`config.mk`:
```
export PLATFORM = sky130hd
export DESIGN_NAME = memory_arbiter
export DESIGN_NICKNAME = d
export VERILOG_FILES = /design/src/rtl/cpu_types.sv /design/src/rtl/mem_timeout_counter.sv /design/src/rtl/memory_arbiter.sv
export SDC_FILE = /design/constraint.sdc
export NUM_CORES = 1
export LEC_CHECK = 0
export ABC_AREA = 1
export CAP_MARGIN = 25
export CORE_MARGIN = 4
export CORE_UTILIZATION = 37
export CTS_BUF_LIST = sky130_fd_sc_hd__clkbuf_8
export DETAILED_ROUTE_END_ITERATION = 8
export HOLD_SLACK_MARGIN = 0.03
export PLACE_DENSITY = 0.8
export SYNTH_ARGS = -nofsm -noshare
export SYNTH_HDL_FRONTEND = slang
export SYNTH_SLANG_ARGS = --single-unit
```
`constraint.sdc`:
```
create_clock -name clk -period 2.2 [get_ports clk]
set_input_delay 0.44 -clock clk [delete_from_list [all_inputs] [get_ports clk]]
set_output_delay 0.44 -clock clk [all_outputs]
set_load 0.03 [all_outputs]
```
`src/rtl/cpu_types.sv`:
```
// Types shared across the CPU: memory access sizes plus the memory arbiter's
// FSM state and port encodings.
package cpu_types;

    typedef enum logic [1:0] {
        MEM_BYTE = 2'd0,
        MEM_HALF = 2'd1,
        MEM_WORD = 2'd2
    } memory_mask_t;

    typedef enum logic [1:0] {
        IDLE       = 2'd0,
        BUSY_INSTR = 2'd1,
        BUSY_DATA  = 2'd2
    } arb_state_t;

    typedef enum logic {
        ARB_INSTR = 1'b0,
        ARB_DATA  = 1'b1
    } arb_port_t;

endpackage

```
`src/rtl/mem_timeout_counter.sv`:
```
// Memory-response watchdog: counts stalled BUSY cycles and flags the one in
// which the TIMEOUT-th stalled cycle is reached. TIMEOUT = 0 disables it.
module mem_timeout_counter #(
    parameter int TIMEOUT = 16
) (
    input  logic clk,
    input  logic rst,
    input  logic clear,
    input  logic enable,
    output logic expired
);

    generate
        if (TIMEOUT == 0) begin : g_disabled
            assign expired = 1'b0;
        end else begin : g_enabled
            localparam int W = $clog2(TIMEOUT + 1);
            localparam logic [W-1:0] LAST = W'(TIMEOUT - 1);

            logic [W-1:0] r_count;

            always_ff @(posedge clk) begin
                if (rst || clear) begin
                    r_count <= '0;
                end else if (enable) begin
                    r_count <= r_count + 1'b1;
                end
            end

            // r_count holds the cycles already elapsed, so the current cycle is r_count+1.
            assign expired = enable && (r_count == LAST);
        end
    endgenerate

endmodule

```
`src/rtl/memory_arbiter.sv`:
```
// Shares the single-ported memory between instruction fetch and load/store,
// one registered transaction at a time, round-robin on ties.
module memory_arbiter
    import cpu_types::*;
#(
    parameter int TIMEOUT = 16
) (
    input  logic         clk,
    input  logic         rst,
    input  logic         instr_req,
    input  logic [31:0]  instr_addr,
    output logic         instr_ack,
    output logic [31:0]  instr_rdata,
    output logic         instr_err,
    input  logic         data_req,
    input  logic [31:0]  data_addr,
    input  logic         data_we,
    input  logic [31:0]  data_wdata,
    input  memory_mask_t data_mask,
    output logic         data_ack,
    output logic [31:0]  data_rdata,
    output logic         data_err,
    output logic         mem_req,
    output logic [31:0]  mem_addr,
    output logic         mem_we,
    output logic [31:0]  mem_wdata,
    output memory_mask_t mem_mask,
    input  logic         mem_ready,
    input  logic [31:0]  mem_rdata
);

    arb_state_t   r_state;
    arb_state_t   w_next_state;
    arb_port_t    r_last_grant;
    logic         r_mem_req;
    logic [31:0]  r_mem_addr;
    logic         r_mem_we;
    logic [31:0]  r_mem_wdata;
    memory_mask_t r_mem_mask;

    logic w_grant_instr;
    logic w_grant_data;
    logic w_done;
    logic w_timeout;
    logic w_expired;
    logic w_ack_ok;

    mem_timeout_counter #(
        .TIMEOUT(TIMEOUT)
    ) u_watchdog (
        .clk    (clk),
        .rst    (rst),
        .clear  (w_grant_instr || w_grant_data),
        .enable ((r_state != IDLE) && !mem_ready),
        .expired(w_expired)
    );

    always_comb begin
        w_next_state  = r_state;
        w_grant_instr = 1'b0;
        w_grant_data  = 1'b0;
        w_done        = 1'b0;
        w_timeout     = 1'b0;
        unique case (r_state)
            IDLE: begin
                // On a tie the port that was not granted last time wins.
                if (data_req && (!instr_req || r_last_grant == ARB_INSTR)) begin
                    w_grant_data = 1'b1;
                    w_next_state = BUSY_DATA;
                end else if (instr_req) begin
                    w_grant_instr = 1'b1;
                    w_next_state  = BUSY_INSTR;
                end
            end
            BUSY_INSTR, BUSY_DATA: begin
                if (mem_ready) begin
                    w_done       = 1'b1;
                    w_next_state = IDLE;
                end else if (w_expired) begin
                    w_done       = 1'b1;
                    w_timeout    = 1'b1;
                    w_next_state = IDLE;
                end
            end
            default: w_next_state = IDLE;
        endcase
    end

    always_ff @(posedge clk) begin
        if (rst) begin
            r_state      <= IDLE;
            r_last_grant <= ARB_INSTR;
        end else begin
            r_state <= w_next_state;
            if (w_grant_data) begin
                r_last_grant <= ARB_DATA;
            end else if (w_grant_instr) begin
                r_last_grant <= ARB_INSTR;
            end
        end
    end

    always_ff @(posedge clk) begin
        if (rst) begin
            r_mem_req   <= 1'b0;
            r_mem_addr  <= '0;
            r_mem_we    <= 1'b0;
            r_mem_wdata <= '0;
            r_mem_mask  <= MEM_BYTE;
        end else if (w_grant_data) begin
            r_mem_req   <= 1'b1;
            r_mem_addr  <= data_addr;
            r_mem_we    <= data_we;
            r_mem_wdata <= data_wdata;
            r_mem_mask  <= data_mask;
        end else if (w_grant_instr) begin
            r_mem_req   <= 1'b1;
            r_mem_addr  <= instr_addr;
            r_mem_we    <= 1'b0;
            r_mem_wdata <= '0;
            r_mem_mask  <= MEM_WORD;
        end else if (w_done) begin
            r_mem_req <= 1'b0;
        end
    end

    // Reset abandons an in-flight transaction, so completions are masked while it is high.
    assign w_ack_ok    = w_done && !rst;
    assign instr_ack   = w_ack_ok && (r_state == BUSY_INSTR);
    assign data_ack    = w_ack_ok && (r_state == BUSY_DATA);
    assign instr_err   = instr_ack && w_timeout;
    assign data_err    = data_ack && w_timeout;
    assign instr_rdata = (instr_ack && !w_timeout) ? mem_rdata : '0;
    assign data_rdata  = (data_ack && !w_timeout) ? mem_rdata : '0;

    assign mem_req   = r_mem_req;
    assign mem_addr  = r_mem_addr;
    assign mem_we    = r_mem_we;
    assign mem_wdata = r_mem_wdata;
    assign mem_mask  = r_mem_mask;

endmodule

```
Yosys cells after proc, flatten, opt, wreduce, memory -nomap -nowiden
Cells that the tools add are included.
{"block": "word_totals", "ff_bits": 76, "inputBits": 136, "out_inout_bits": 136, "wordCells": 67}
{"block": "classes", "n_reduce_logical": 23, "n_mux": 29, "addsub": 1, "bitwise": 1, "eq_ne": 5}
{"operator": "$mux W32", "n": 6}
{"operator": "$mux W1", "n": 16}
{"operator": "$mux W2", "n": 6}
{"operator": "$logic_and A1 B1 Y1", "n": 10}
{"operator": "$add A5 B1 Y5 const B", "n": 1}
{"operator": "$eq A5 B4 Y1 const B", "n": 1}
{"operator": "$logic_not A1 Y1", "n": 4}
{"operator": "$pmux W2 S2", "n": 1}
{"operator": "$reduce_bool A2 Y1", "n": 2}
{"operator": "$logic_or A1 B1 Y1", "n": 3}
{"operator": "$ne A3 B2 Y1 const B", "n": 1}
{"operator": "$ne A3 B3 Y1 const B", "n": 1}
{"operator": "$reduce_bool A3 Y1", "n": 1}
{"operator": "$eq A2 B1 Y1 const B", "n": 1}
{"operator": "$eq A2 B2 Y1 const B", "n": 1}
{"operator": "$logic_not A2 Y1", "n": 1}
{"operator": "$reduce_and A2 Y1", "n": 1}
{"operator": "$reduce_or A2 Y1", "n": 1}
{"operator": "$not A1 Y1", "n": 1}

Longest topological paths before layout
{"block": "logic_depth", "word_depth": 10, "mapped_depth": 10}

Cells and area by module
A second synthesis with hierarchy kept.
{"block": "hier_totals", "cells_unflattened": 634, "hier_area_um2": 3992.6}
{"mod": "memory_arbiter", "cells_each": 602, "area_per_inst_um2": 3749.8, "seq_area_each_um2": 1421.4, "instances": 1}
{"mod": "mem_timeout_counter", "cells_each": 32, "area_per_inst_um2": 242.7, "seq_area_each_um2": 100.1, "instances": 1}

Least setup slack after synthesis
Ideal clock, no wire load.
{"block": "synth_timing", "kind": "register to output", "from": "register u_watchdog.g_enabled.r_count[0]", "to": "output data_rdata[23]", "stages_incl_launch_ff": 10, "path_buffers": 1, "arrival_time_ns": 2.018, "required_ns": 1.760, "slack_ns": -0.258, "cell_sequence": "dfxtp_1 > ha_1 > nand2_1 > nor2_1 > ha_1 > inv_1 > o21bai_4 > nand4_4 > buf_6 > nor3_1"}
{"block": "synth_between", "elab_chain_cells": 9, "word_cells_on_any_way": 12, "classes_between": "1 x eq/ne; 6 x mux; 5 x reduce/logical"}
{"element": "from (decl)", "line": "mem_timeout_counter.sv:20", "rtl": "logic [W-1:0] r_count;"}
{"element": "from (signal assigned)", "line": "mem_timeout_counter.sv:26", "rtl": "r_count <= r_count + 1'b1;"}
{"element": "$eq A5 B4 Y1 *", "line": "mem_timeout_counter.sv:31", "rtl": "assign expired = enable && (r_count == LAST);"}
{"element": "$logic_and A1 B1 Y1 *", "line": "mem_timeout_counter.sv:31"}
{"element": "$mux W1 *", "line": "memory_arbiter.sv:79", "rtl": "end else if (w_expired) begin"}
{"element": "$mux W1", "line": "memory_arbiter.sv:76", "rtl": "if (mem_ready) begin"}
{"element": "$mux W1", "line": "memory_arbiter.sv:64", "rtl": "unique case (r_state)"}
{"element": "$logic_and A1 B1 Y1", "line": "memory_arbiter.sv:128", "rtl": "assign w_ack_ok = w_done && !rst;"}
{"element": "$logic_and A1 B1 Y1", "line": "memory_arbiter.sv:130", "rtl": "assign data_ack = w_ack_ok && (r_state == BUSY_DATA);"}
{"element": "$logic_and A1 B1 Y1 *", "line": "memory_arbiter.sv:134", "rtl": "assign data_rdata = (data_ack && !w_timeout) ? mem_rdata : '0;"}
{"element": "$mux W32 *", "line": "memory_arbiter.sv:134"}
{"element": "to (decl)", "line": "memory_arbiter.sv:21", "rtl": "output logic [31:0] data_rdata,"}
Every way passes the cells marked *; elsewhere a longest branch is shown, timed or not.

Final worst setup path
{"block": "layout_timing", "from": "register u_watchdog.g_enabled.r_count[1]", "to": "output instr_rdata[5]"}
{"block": "layout_between", "elab_chain_cells": 9, "word_cells_on_any_way": 12, "classes_between": "1 x eq/ne; 6 x mux; 5 x reduce/logical"}
{"element": "$eq A5 B4 Y1 *", "line": "mem_timeout_counter.sv:31"}
{"element": "$logic_and A1 B1 Y1 *", "line": "mem_timeout_counter.sv:31"}
{"element": "$mux W1 *", "line": "memory_arbiter.sv:79"}
{"element": "$mux W1", "line": "memory_arbiter.sv:76"}
{"element": "$mux W1", "line": "memory_arbiter.sv:64"}
{"element": "$logic_and A1 B1 Y1", "line": "memory_arbiter.sv:128"}
{"element": "$logic_and A1 B1 Y1", "line": "memory_arbiter.sv:129", "rtl": "assign instr_ack = w_ack_ok && (r_state == BUSY_INSTR);"}
{"element": "$logic_and A1 B1 Y1 *", "line": "memory_arbiter.sv:133", "rtl": "assign instr_rdata = (instr_ack && !w_timeout) ? mem_rdata : '0;"}
{"element": "$mux W32 *", "line": "memory_arbiter.sv:133"}
{"element": "to (decl)", "line": "memory_arbiter.sv:13", "rtl": "output logic [31:0] instr_rdata,"}
Marks and branches as above.

==> impl_metrics.csv <==
group,metric,value,unit
run_status,status,"finished, violations left",
run_status,violations,"negative setup slack",
place,routabilityCongestion,0.916,
place,dp.cells,977,
min_path,hp-class,"flop to flop",
synth,syn_avg_cell_area,7.22,um^2
power_and_ir_drop,ir_worst_vdd,0.000373,V
place,pre_cts_ws,-0.276,ns
route,wl_met3,1.58,mm
global_routing,grtUsageTotal,22.1,%
sta,setup_viol,68,
power_and_ir_drop,finalPower,4.24,mW
cells_and_area,nets,1003,
sta,fin_skew,0.0117,ns
route,vias_per_cell,4.78,
floorplan,die_x,114,um
setup_path,cp_top_family,"buffers and inverters",
setup_path,cp-end-kind,"primary output",
clock_network,cts-root-buf,"clkbuf_8",
synth,synth-seq-area-share,36.7,%
route,routed_wl,16.2,mm
cells_and_area,area.growth.synth_to_final,91.5,%
global_routing,grt_max_degree,50,
clock_network,cts_tree,"yes",
cells_and_area,final_common_cell,"nand2_1",
setup_path,path_buf_inv,4,
sta,rsz0062_at_grt,"yes",
floorplan,core,10900,um^2
global_routing,gr-total-overflow,0,
run,cap_violations,0,
clock_network,clock_latency,0.35,ns
power_and_ir_drop,leakage,3.39,nW
synth,synth_area,4150,um^2
cells_and_area,final_cell_area,7940,um^2
sta,report.final.slew_viol_count,0,
global_routing,antenna_found_initial,1,
sta,post-route-period-util,126,%
cells_and_area,fin_cells,1007,
place,port_buffers,271,
route,met1_length,5.69,mm
sta,tns,-32.56,ns
synth,synth_seq_cells,76,
route,first_pass_iters,4,
synth,syn-num-nets,715,
route,vias,4818,
setup_path,cp.required,1.76,ns
power_and_ir_drop,power_per_cell_area,534,nW/um^2
route,postRouteAntennaNets,0,
clock_network,cts_max_level,3,
global_routing,grt_pass1_wl,23.3,mm
setup_path,cpPeakStageDelay,0.38,ns
setup_path,crit_fanout,9,
sta,fmax,362,MHz
synth,yosysWarnings,0,
route,routed.top_layer,"met5",
sta,holdWs,0.444,ns
route,drc,0,
cells_and_area,final_cell_mix,"243 x nand2_1, 202 x clkdlybuf4s50_1, 74 x dfxtp_1",
setup_path,arrival,2.32,ns
cells_and_area,n_antenna_cell,0,
floorplan,fp-row-count,38,
cells_and_area,fin_util,72.9,%
sta,slew_headroom,54.6,%
setup_path,crit_slowest_cell,"dfxtp_4",
sta,hold_violations,0,
sta,period_needed,2.76,ns
global_routing,grt_pass1_vias,4855,
sta,finalWorstSetupSlack,-0.565,ns
synth,ys_types,26,
floorplan,die_area,13000,um^2
floorplan,pin_count,272,
setup_path,crit_type,"flop to primary output",
clock_network,cts.sinks,76,
route,drt_iter0_drc,371,
sta,tightest_slew,0.680,ns
setup_path,crit_chain,"ha_4, nand2_2, nor2_2, ha_2, inv_2, o21bai_4, nand4_4, buf_12, buf_12, nor3_2, buf_4",
floorplan,die_h,114,um
route,wire_per_inst,16.1,um
setup_path,start_kind,"flop",
place,dpl_cell_area,7020,um^2
setup_path,cp_common_cell,"buf_12",
cells_and_area,drive_gt1_share,30.6,%
synth,syn_inst,574,
clock_network,clk_pin_slew_worst_paths,0.08,ns
floorplan,start_util,38.1,%
clock_network,clockBufferDepth,2,
place,hpwl,10.9,mm
clock_network,cts-buffers-inserted,9,
route,met2WireLength,8.67,mm
==> worst min-delay path, delay by kind of cell (launching register included) <==
family,cells,cell delay [ns]
flops,1,0.31
simple gates,2,0.10
==> synthesized netlist by cell type, drive strengths merged <==
library cell  count  share of area [%]
xor2              2               0.42
ha                5                1.5
dfxtp            76                 37
nor3             65                 11
nand3             3               0.66
buf              34                6.9
o22ai             1               0.15
a21oi            40                7.5
nand4             2                1.0
o21bai            1               0.45
nand2           278                 27
clkbuf            3               0.27
o21ai             2               0.24
inv              46                4.2
nor2             15                1.8
nor3b             1               0.18
==> repair_timing <==
action                                  4_1_cts  5_1_grt
pin swaps                                     5        6
endpoints found under the setup margin       68       68
resized for setup                            75       42
endpoints found under the hold margin         0        0
gates cloned                                  2        3
hold buffers                                  0        0
buffers inserted                              4        7
==> sequential cells by signal, indices dropped and copies added, names as in the netlist <==
register                      count
mem_addr                         32
mem_wdata                        32
u_watchdog.g_enabled.r_count      5
mem_mask                          2
r_state                           2
mem_req                           1
mem_we                            1
r_last_grant                      1
==> final timing paths <==
kind                                        start        endpoint  slack (ns)  cells after the start
setup / recovery  u_watchdog.g_enabled.r_count[1]  instr_rdata[5]       -0.56                     11
hold / removal                       mem_addr[27]    mem_addr[27]        0.44                      2
setup reg to reg                       r_state[1]     mem_addr[3]        0.29                     10
hold reg to reg                      mem_addr[27]    mem_addr[27]        0.44                      2
==> where the power goes <==
part           leakage (nW)  total (mW)  switching (mW)  internal, mW
registers             0.625        1.59          0.0751          1.52
clock network         0.117        1.13           0.504         0.627
logic                  2.65        1.52           0.861         0.656
total                  3.39        4.24            1.44          2.80
==> layer usage <==
layer	up-vias	track usage, %
met2	232	41.0
met1	2211	23.6
met4	2	8.16
met5	-	0
li1	2351	-
met3	22	6.68
==> layout make-up <==
class	instances	area [um^2]
inverter	46	173
multi-input combinational	415	2590
fill	764	2950
clock buffer	9	124
timing repair buffer	314	3260
clock inverter	7	85.1
sequential	76	1530
tap	140	175
==> cell families (layout without fill, tap and decap cells) <==
logic type / after synthesis / in the layout / share of synthesized area, %
simple gates: 364 / 364 / 41.6
compound gates: 44 / 44 / 8.39
flops: 76 / 76 / 36.7
buf+inv: 83 / 376 / 11.4
fa+ha+maj: 5 / 5 / 1.51
xor+xnor: 2 / 2 / 0.423
Power figures use the tool's default switching activity.
==> patch, RTL diff (same settings) <==
Re-encode `arb_state_t` (3 states) as one-hot, 3 bits wide.
--- a/src/rtl/cpu_types.sv
+++ b/src/rtl/cpu_types.sv
@@ -8,10 +8,10 @@
         MEM_WORD = 2'd2
     } memory_mask_t;
 
-    typedef enum logic [1:0] {
-        IDLE       = 2'd0,
-        BUSY_INSTR = 2'd1,
-        BUSY_DATA  = 2'd2
+    typedef enum logic [2:0] {
+        IDLE       = 3'b001,
+        BUSY_INSTR = 3'b010,
+        BUSY_DATA  = 3'b100
     } arb_state_t;
 
     typedef enum logic {
Check against the original RTL: no difference found for any inputs over 4 cycles, from zero or initial values and one cycle with rst high; so few cycles prove little.
==> patch against the unedited design <==
- the run still ends with setup timing left
- non-clock buffer count up 1
- first-iteration DRC count decreased by 49%
- sequential cell count grew 1
- wire length increased by 6.2%
- final area down 5.1%
- cell count down 0.20%
- sequential share of layout area is 1.3 points higher
- via count about the same
- setup slack gained 0.15 ns
- hold slack better by 0.020 ns
- synthesized area fell by 8.4%
- utilization grew 3.1 points
- total power grew 1.3%
- critical endpoint is now data_rdata[3]
==> patch: results (changes against the unedited design) <==
Run status: finished with violations (unchanged). Failing checks: setup timing (unchanged). The slowest library cell on the worst path is sky130_fd_sc_hd__dfxtp_2 (was sky130_fd_sc_hd__dfxtp_4). The total of warnings raised by yosys is 0 (unchanged). The arrival time of data at the critical path endpoint is 2.17 ns (was 2.32 ns). The final count of negative-setup-slack endpoints is 68 (unchanged). The share of cells above drive strength 1 came out at 24.00% (was 30.57%). The pin count of the biggest net entering global routing came out at 39 (was 50).

The count of routing violations after the opening detailed-route iteration came to 188 (was 371). The number of unique standard cell types used by synthesis was 31 (was 26). Most area-consuming cells after synthesis: sky130_fd_sc_hd__dfxtp_1 (41%), sky130_fd_sc_hd__nand2_1 (24%), sky130_fd_sc_hd__a21oi_1 (5.5%) (was sky130_fd_sc_hd__dfxtp_1 (37%), sky130_fd_sc_hd__nand2_1 (22%), sky130_fd_sc_hd__a21oi_2 (6.3%)). The number of CTS-inserted buffers is 9 (unchanged). The combined global-route utilization of all metal layers is 25.44% (was 22.14%). The detailed-placement wirelength estimate came out at 11860 µm (was 10900 µm).

The total nets after synthesis is 712 (was 715). The clock transition at the register clock pins on the worst setup and hold paths after CTS came to 0.08 ns (about the same). The ratio of routed vias to standard cells is 4.792 (was 4.785). The global placement routability congestion came out at 0.8719 (was 0.9155). The cell at the root of the clock tree is sky130_fd_sc_hd__clkbuf_8 (unchanged). The leakage power figure was 3.325 nW (was 3.390 nW).

The part of the Yosys area used for sequential elements is 40.57% (was 36.69%). The final routed wire length divided by cell count was 17.15 µm (was 16.11 µm). The highest ir drop seen on vdd was 0.0003976 V (was 0.0003732 V). Leading cell types by count after synthesis: sky130_fd_sc_hd__nand2_1 (239), sky130_fd_sc_hd__dfxtp_1 (77), sky130_fd_sc_hd__nor2_1 (51), sky130_fd_sc_hd__inv_1 (43), sky130_fd_sc_hd__a21oi_1 (42) (was sky130_fd_sc_hd__nand2_1 (244), sky130_fd_sc_hd__dfxtp_1 (76), sky130_fd_sc_hd__inv_1 (44), sky130_fd_sc_hd__nor3_1 (43), sky130_fd_sc_hd__nand2_2 (32)). The setup slack of the critical path after layout was -0.4133 ns (was -0.5648 ns). The maximum net fanout on the critical path is 6 (was 9).

The largest clock skew in the final design came to 0.01602 ns (was 0.01171 ns). The net count reported at finish is 1004 (was 1003). The layout filler cell count is 669 (was 764). The number of levels in the clock H-tree is 3 (unchanged). The worst slew margin relative to its limit is 72.86% (was 54.56%). The number of global-route vias before repair came to 4627 (was 4855). The pre-CTS worst setup slack came out at -0.1338 ns (was -0.2759 ns). The global-route wire length before repair came out at 23470 µm (was 23260 µm). The critical path's top delay family was buffers and inverters (unchanged).
==> patch: cell count changes in the layout (fill, tap and decap cells not counted), sizes merged, moves of 2 or more <==
cell	delta
nand3	+35
nor3	-62
o21ai	+3
or2	+2
ha	-3
nand2	-35
buf	+2
a21oi	+3
nor2	+60
==> patch: power breakdown <==
| group | internal (mW) | switching (mW) |
|---|---|---|
| sequential | 1.55 | 0.0930 |
| clock | 0.543 | 0.496 |
| combinational | 0.691 | 0.915 |
| total | 2.79 | 1.50 |
==> patch: cell families (layout without fill, tap and decap cells) <==
family                   count (synthesis)  in the layout  share of synthesized area (%)
AND/OR/NAND/NOR                        364            364                          41.16
buffers and inverters                   81            378                          10.57
flip-flops                              77             77                          40.57
AO/OA/AOI/OAI                           49             49                          6.816
adder cells (fa/ha/maj)                  2              2                         0.6584
XOR/XNOR                                 1              1                         0.2305
other                                    0              1                              0
==> patch: timing repair <==
action | CTS | global route
endpoints found under the setup margin | 68 | 68
gates cloned | 3 | 1
pin swaps | 2 | 6
gates resized for setup | 55 | 29
hold endpoints to repair | 0 | 0
setup buffers | 9 | 4
==> patch: cell type report <==
cell class	instances	area share (%)
antenna	1	0.03320
clock buffer	10	1.826
clock inverter	6	0.7303
inverter	47	2.423
multi-input combinational	416	29.49
sequential	77	20.48
tap	133	2.207
timing repair buffer	315	42.80
==> patch: stage by stage <==
stage | area [µm²] | hold slack (ns) | TNS (ns) | utilization, % | std cells
2_1_floorplan | 4031 | 0.4408 | -0.07412 | - | 574
3_5_place_dp | 6842 | 0.4532 | -4.905 | 69.04 | 972
3_3_place_gp | 6842 | 0.4360 | -2.247 | 69.04 | 972
5_1_grt | 7538 | 0.4857 | -27.44 | 76.07 | 1005
4_1_cts | 7377 | 0.4646 | -20.44 | 74.44 | 1000
6_report | 7538 | 0.4643 | -21.64 | 76.07 | 1005
==> patch: per-layer routing <==
| layer | GRT usage (%) | up-vias | routed length [µm] |
|---|---|---|---|
| li1 | - | 2328 | - |
| met1 | 24.51 | 2178 | 5545 |
| met2 | 47.69 | 247 | 8910 |
| met3 | 8.749 | 63 | 1770 |
| met4 | 12.64 | 0 | 1012 |
| met5 | 0 | - | 0 |
==> patch: final timing paths <==
check / slack (ns) / cells past startpoint / end / from
hold reg to reg: 0.46 / 2 / mem_wdata[1] / mem_wdata[1]
setup reg to reg: 0.58 / 10 / mem_req / u_watchdog.g_enabled.r_count[0]
hold / removal: 0.46 / 2 / mem_wdata[1] / mem_wdata[1]
setup / recovery: -0.41 / 13 / data_rdata[3] / u_watchdog.g_enabled.r_count[0]
==> patch: worst min-delay path, delay by kind of cell, from the launching register on <==
family	cells	cell delay, ns
AO/OA/AOI/OAI	1	0.05
AND/OR/NAND/NOR	1	0.06
flip-flops	1	0.31
